--- src/rtl/debounce_bank.sv ---
`default_nettype none
// ============================================================================
// Module   : debounce_bank
// Brief    : Multi-channel switch synchroniser/debouncer with edge pulses
//            and optional auto-repeat while a channel is held high.
// Revision : 1.0 - initial release
// ============================================================================
module debounce_bank #(
    parameter int NUM_CH         = 4,
    parameter int DEBOUNCE_LIMIT = 250000,
    parameter int SYNC_STAGES    = 2,
    parameter int REPEAT_DELAY   = 0,
    parameter int REPEAT_PERIOD  = 1
) (
    input  logic              clk_i,
    input  logic              rst_ni,
    input  logic [NUM_CH-1:0] sw_i,
    output logic [NUM_CH-1:0] sw_o,
    output logic [NUM_CH-1:0] rise_o,
    output logic [NUM_CH-1:0] fall_o,
    output logic [NUM_CH-1:0] repeat_o
);

    localparam int C_CNT_W   = $clog2(DEBOUNCE_LIMIT + 1);
    localparam int C_REP_MAX = (REPEAT_DELAY > REPEAT_PERIOD) ? REPEAT_DELAY : REPEAT_PERIOD;
    localparam int C_REP_W   = $clog2(C_REP_MAX + 1);

    for (genvar c = 0; c < NUM_CH; c++) begin : g_ch
        logic [SYNC_STAGES-1:0] r_sync;
        logic [C_CNT_W-1:0]     r_cnt;
        logic                   r_sw;
        logic                   r_rise;
        logic                   r_fall;
        logic                   w_s;
        logic                   w_hit;
        logic                   w_rise_nxt;
        logic                   w_fall_nxt;

        assign w_s        = r_sync[SYNC_STAGES-1];
        assign w_hit      = (w_s != r_sw) && (r_cnt == C_CNT_W'(DEBOUNCE_LIMIT - 1));
        assign w_rise_nxt = w_hit & w_s;
        assign w_fall_nxt = w_hit & ~w_s;

        always_ff @(posedge clk_i or negedge rst_ni) begin
            if (!rst_ni) begin
                r_sync <= '0;
                r_cnt  <= '0;
                r_sw   <= 1'b0;
                r_rise <= 1'b0;
                r_fall <= 1'b0;
            end else begin
                r_sync <= {r_sync[SYNC_STAGES-2:0], sw_i[c]};
                r_rise <= w_rise_nxt;
                r_fall <= w_fall_nxt;
                // Any agreeing sample restarts qualification from zero.
                if (w_s == r_sw) begin
                    r_cnt <= '0;
                end else if (w_hit) begin
                    r_sw  <= w_s;
                    r_cnt <= '0;
                end else begin
                    r_cnt <= r_cnt + C_CNT_W'(1);
                end
            end
        end

        assign sw_o[c]   = r_sw;
        assign rise_o[c] = r_rise;
        assign fall_o[c] = r_fall;

        if (REPEAT_DELAY > 0) begin : g_rep
            logic [C_REP_W-1:0] r_rep;
            logic               r_first;
            logic               r_pulse;
            logic [C_REP_W-1:0] w_target;

            // First interval is the hold delay, later ones the repeat period.
            assign w_target = r_first ? C_REP_W'(REPEAT_DELAY - 1)
                                      : C_REP_W'(REPEAT_PERIOD - 1);

            always_ff @(posedge clk_i or negedge rst_ni) begin
                if (!rst_ni) begin
                    r_rep   <= '0;
                    r_first <= 1'b0;
                    r_pulse <= 1'b0;
                end else if (w_rise_nxt || w_fall_nxt || !r_sw) begin
                    r_rep   <= '0;
                    r_pulse <= 1'b0;
                    if (w_rise_nxt) begin
                        r_first <= 1'b1;
                    end
                end else if (r_rep == w_target) begin
                    r_rep   <= '0;
                    r_pulse <= 1'b1;
                    r_first <= 1'b0;
                end else begin
                    r_rep   <= r_rep + C_REP_W'(1);
                    r_pulse <= 1'b0;
                end
            end

            assign repeat_o[c] = r_pulse;
        end else begin : g_no_rep
            assign repeat_o[c] = 1'b0;
        end
    end

endmodule
`default_nettype wire
--- config.mk ---
export PLATFORM = sky130hd
export DESIGN_NAME = debounce_bank
export DESIGN_NICKNAME = d
export VERILOG_FILES = /design/src/rtl/debounce_bank.sv
export SDC_FILE = /design/constraint.sdc
export NUM_CORES = 1
export LEC_CHECK = 0
export BUFFER_PORTS_ARGS = -buffer_cell sky130_fd_sc_hd__buf_2
export CAP_MARGIN = 20
export CORE_AREA = 2 2 97 99
export DETAILED_ROUTE_END_ITERATION = 6
export DIE_AREA = 0 0 99 101
export GPL_TIMING_DRIVEN = 0
export MAX_ROUTING_LAYER = met4
export PLACE_DENSITY = 0.66
export SLEW_MARGIN = 30
export SYNTH_ARGS = -nofsm -noshare
export SYNTH_HDL_FRONTEND = slang
export SYNTH_SLANG_ARGS = --single-unit
--- constraint.sdc ---
create_clock -name clk_i -period 5.55 [get_ports clk_i]
set_input_delay 0.555 -clock clk_i [delete_from_list [all_inputs] [get_ports clk_i]]
set_output_delay 0.555 -clock clk_i [all_outputs]
set_load 0.05 [all_outputs]
==> impl_metrics.tcl <==
set metrics [dict create \
    status "finished, final reports clean" \
    rsz0062_at_grt "false" \
    fp.dieArea_um2 10000 \
    grt_pass1_wl_mm 14.0 \
    timing.slew.headroom 0.538 \
    antenna_cells 0 \
    io_pins 22 \
    core_area_um2 8980 \
    worstPathRequired_ps 5800 \
    cp_num_buf_inv 1 \
    maxCapViolations 0 \
    cp.arrival_ps 2550 \
    clk_pin_slew_ps 90 \
    port_buffers 17 \
    synth_area_per_cell_um2 10.1 \
    fmax_mhz 434 \
    ir_worst_vdd_uv 160 \
    setup_viol 0 \
    gr-total-overflow 0 \
    post-cts-setup-buffer-count 0 \
    finalClockSkew_ps 7.67 \
    ctsResizeCount 0 \
    seqPwrFrac 0.577 \
    cts_buffer_depth 2 \
    p_clk_frac 0.381 \
    place_congestion 0.839 \
    num_vias 3118 \
    grt_pass1_vias 3065 \
    ys_seq_area_frac 0.526 \
    cts_hold_buffers 0 \
    startpoint_type "flip-flop" \
    yosysUniqueCellTypes 35 \
    grt_util_all_layers 0.176 \
    slew_viol_final 0 \
    p_switching_uw 279 \
    path_max_fanout 10 \
    cp_slowest_cell "or4_1" \
    die_y_um 101 \
    start_util 0.487 \
    htreeDepth 3 \
    final_common_cell "dfrtp_1" \
    power.density_nw_per_um2 247 \
    grt_max_degree 49 \
    dr.pass1.iters 4 \
    path_class "reg2reg" \
    tns_ps 0 \
    place_area_um2 4640 \
    critPathCaptureType "flip-flop" \
    worst_pin_slew_ps 692 \
    cts_root_buf "clkbuf_8" \
    period_needed_ps 2300 \
    die_width_um 99 \
    drtAntennaViolNets 0 \
    remaining_drc_errors 0 \
    cts_buffers 9 \
    hp-class "in2async" \
    yosysWarnings 0 \
    cpPeakStageDelay_ps 640 \
    hold_viol 0 \
    syn_inst 435 \
    final_cell_mix "dfrtp_1 (92), nor2_1 (78), xnor2_1 (52)" \
    cellLeakagePower_uw 0.00199 \
    nets 477 \
    via_per_inst 5.35 \
    dp_hpwl_mm 5.21 \
    ys_ff_latch 92 \
    p_int_uw 916 \
    p_sw_frac 0.234 \
    cts_tree "yes" \
    num_rows 35 \
    cp_cell_sequence "ha_1 > nand4_1 > or4_1 > o31ai_4 > buf_6 > nor2_1" \
    area_growth_pct 10.7 \
    synthesis.area_um2 4370 \
    routedWlPerCell_um 13.1 \
    wl_mm 7.66 \
    fin_crit_sh 0.415 \
    final_layout_size_suffix_gt1_frac 0.127 \
    drt_iter0_drc 79 \
    clkLatencyLatePin_ps 360 \
    stdcell_area_um2 4840 \
    crit_family "simple AND/OR/NAND/NOR gates" \
    comb_power_share 0.042 \
    antenna_found_initial 0 \
    cts_sinks 92 \
]
==> power by group through the flow <==
stage / clock network (µW) / registers (µW) / logic [µW]
floorplan: 0 / 701 / 29.4
CTS: 477 / 689 / 52.6
detailed placement: 0 / 702 / 52.4
global route: 497 / 691 / 59.6
finish: 455 / 689 / 50.7
global placement: 0 / 702 / 49.1
==> Yosys cell counts, drive strengths merged <==
master | count | area [µm²]
and3 | 5 | 31.3
and4 | 2 | 17.5
or4 | 7 | 52.6
or2 | 2 | 12.5
ha | 4 | 50.1
dfrtp | 92 | 2300
xnor2 | 52 | 455
nand2 | 19 | 71.3
nand4b | 4 | 35.0
o21bai | 2 | 18.8
nor4b | 4 | 35.0
nor4bb | 1 | 10.0
nand3 | 26 | 130
nor2b | 1 | 6.26
nand2b | 3 | 18.8
nand4 | 20 | 125
conb | 1 | 3.75
a21oi | 7 | 35.0
o21ai | 6 | 30.0
mux2 | 3 | 33.8
nor4 | 19 | 119
and2 | 3 | 18.8
buf | 18 | 139
clkbuf | 5 | 18.8
o31ai | 4 | 43.8
inv | 12 | 45.0
xor2 | 10 | 87.6
or3 | 4 | 30.0
nor3 | 21 | 105
nor2 | 78 | 293
==> layout make-up <==
cell class | instances | area (µm²)
buffer | 23 | 158
clock buffer | 10 | 138
clock inverter | 6 | 62.6
fill | 810 | 4130
inverter | 12 | 45.0
multi-input combinational | 311 | 1880
sequential | 92 | 2300
tap | 111 | 139
timing repair buffer | 18 | 119
==> logic make-up after synthesis <==
| kind of cell | share of synthesized area |
|---|---|
| xor+xnor | 0.124 |
| fa+ha+maj | 0.0114 |
| compound gates | 0.0292 |
| buf+inv | 0.0463 |
| flops | 0.526 |
| other cells | 0.000857 |
| simple gates | 0.254 |
| mux | 0.00772 |
==> per-stage QoR <==
step                      instances  power [µW]  hold slack, ps   util  worst slack (ps)
after CTS                       583        1220             108  0.540              3240
after global routing            583        1250             121  0.540              2990
final                           583        1200             104  0.540              3250
after detailed placement        567         755             340  0.517              3250
after global placement          566         751             333  0.513              3050
after floorplan                 438         730             259      -              3490
==> state kept, by name, summed over array words and instances (netlist names) <==
signal and flops:
g_ch.r_cnt 72, g_ch.r_fall 4, g_ch.r_rise 4, g_ch.r_sw 4, g_ch.r_sync 8
==> metal layers <==
layer	global-route usage	routed length, µm	share of wire	up-vias
met5	-	0	0	-
met4	0.0569	100	0.013	0
met3	0.0479	281	0.037	11
met2	0.280	3630	0.47	50
met1	0.219	3660	0.48	1513
li1	-	-	-	1544
==> final timing paths <==
kind	startpoint	endpoint	slack, ps	depth (start not counted)
setup / recovery	g_ch[2].r_cnt[0]$_DFF_PN0_	g_ch[2].r_cnt[13]$_DFF_PN0_	3250	6
hold / removal	rst_ni	g_ch[3].r_cnt[4]$_DFF_PN0_	100	1
setup reg to reg	g_ch[2].r_cnt[0]$_DFF_PN0_	g_ch[2].r_cnt[13]$_DFF_PN0_	3250	6
hold reg to reg	g_ch[1].r_sync[0]$_DFF_PN0_	g_ch[1].r_sync[1]$_DFF_PN0_	360	0
max in group asynchronous	rst_ni	g_ch[2].r_cnt[15]$_DFF_PN0_	4880	2
min in group clk_i	sw_i[1]	g_ch[1].r_sync[0]$_DFF_PN0_	300	1
(Power assumes the default switching activity.)
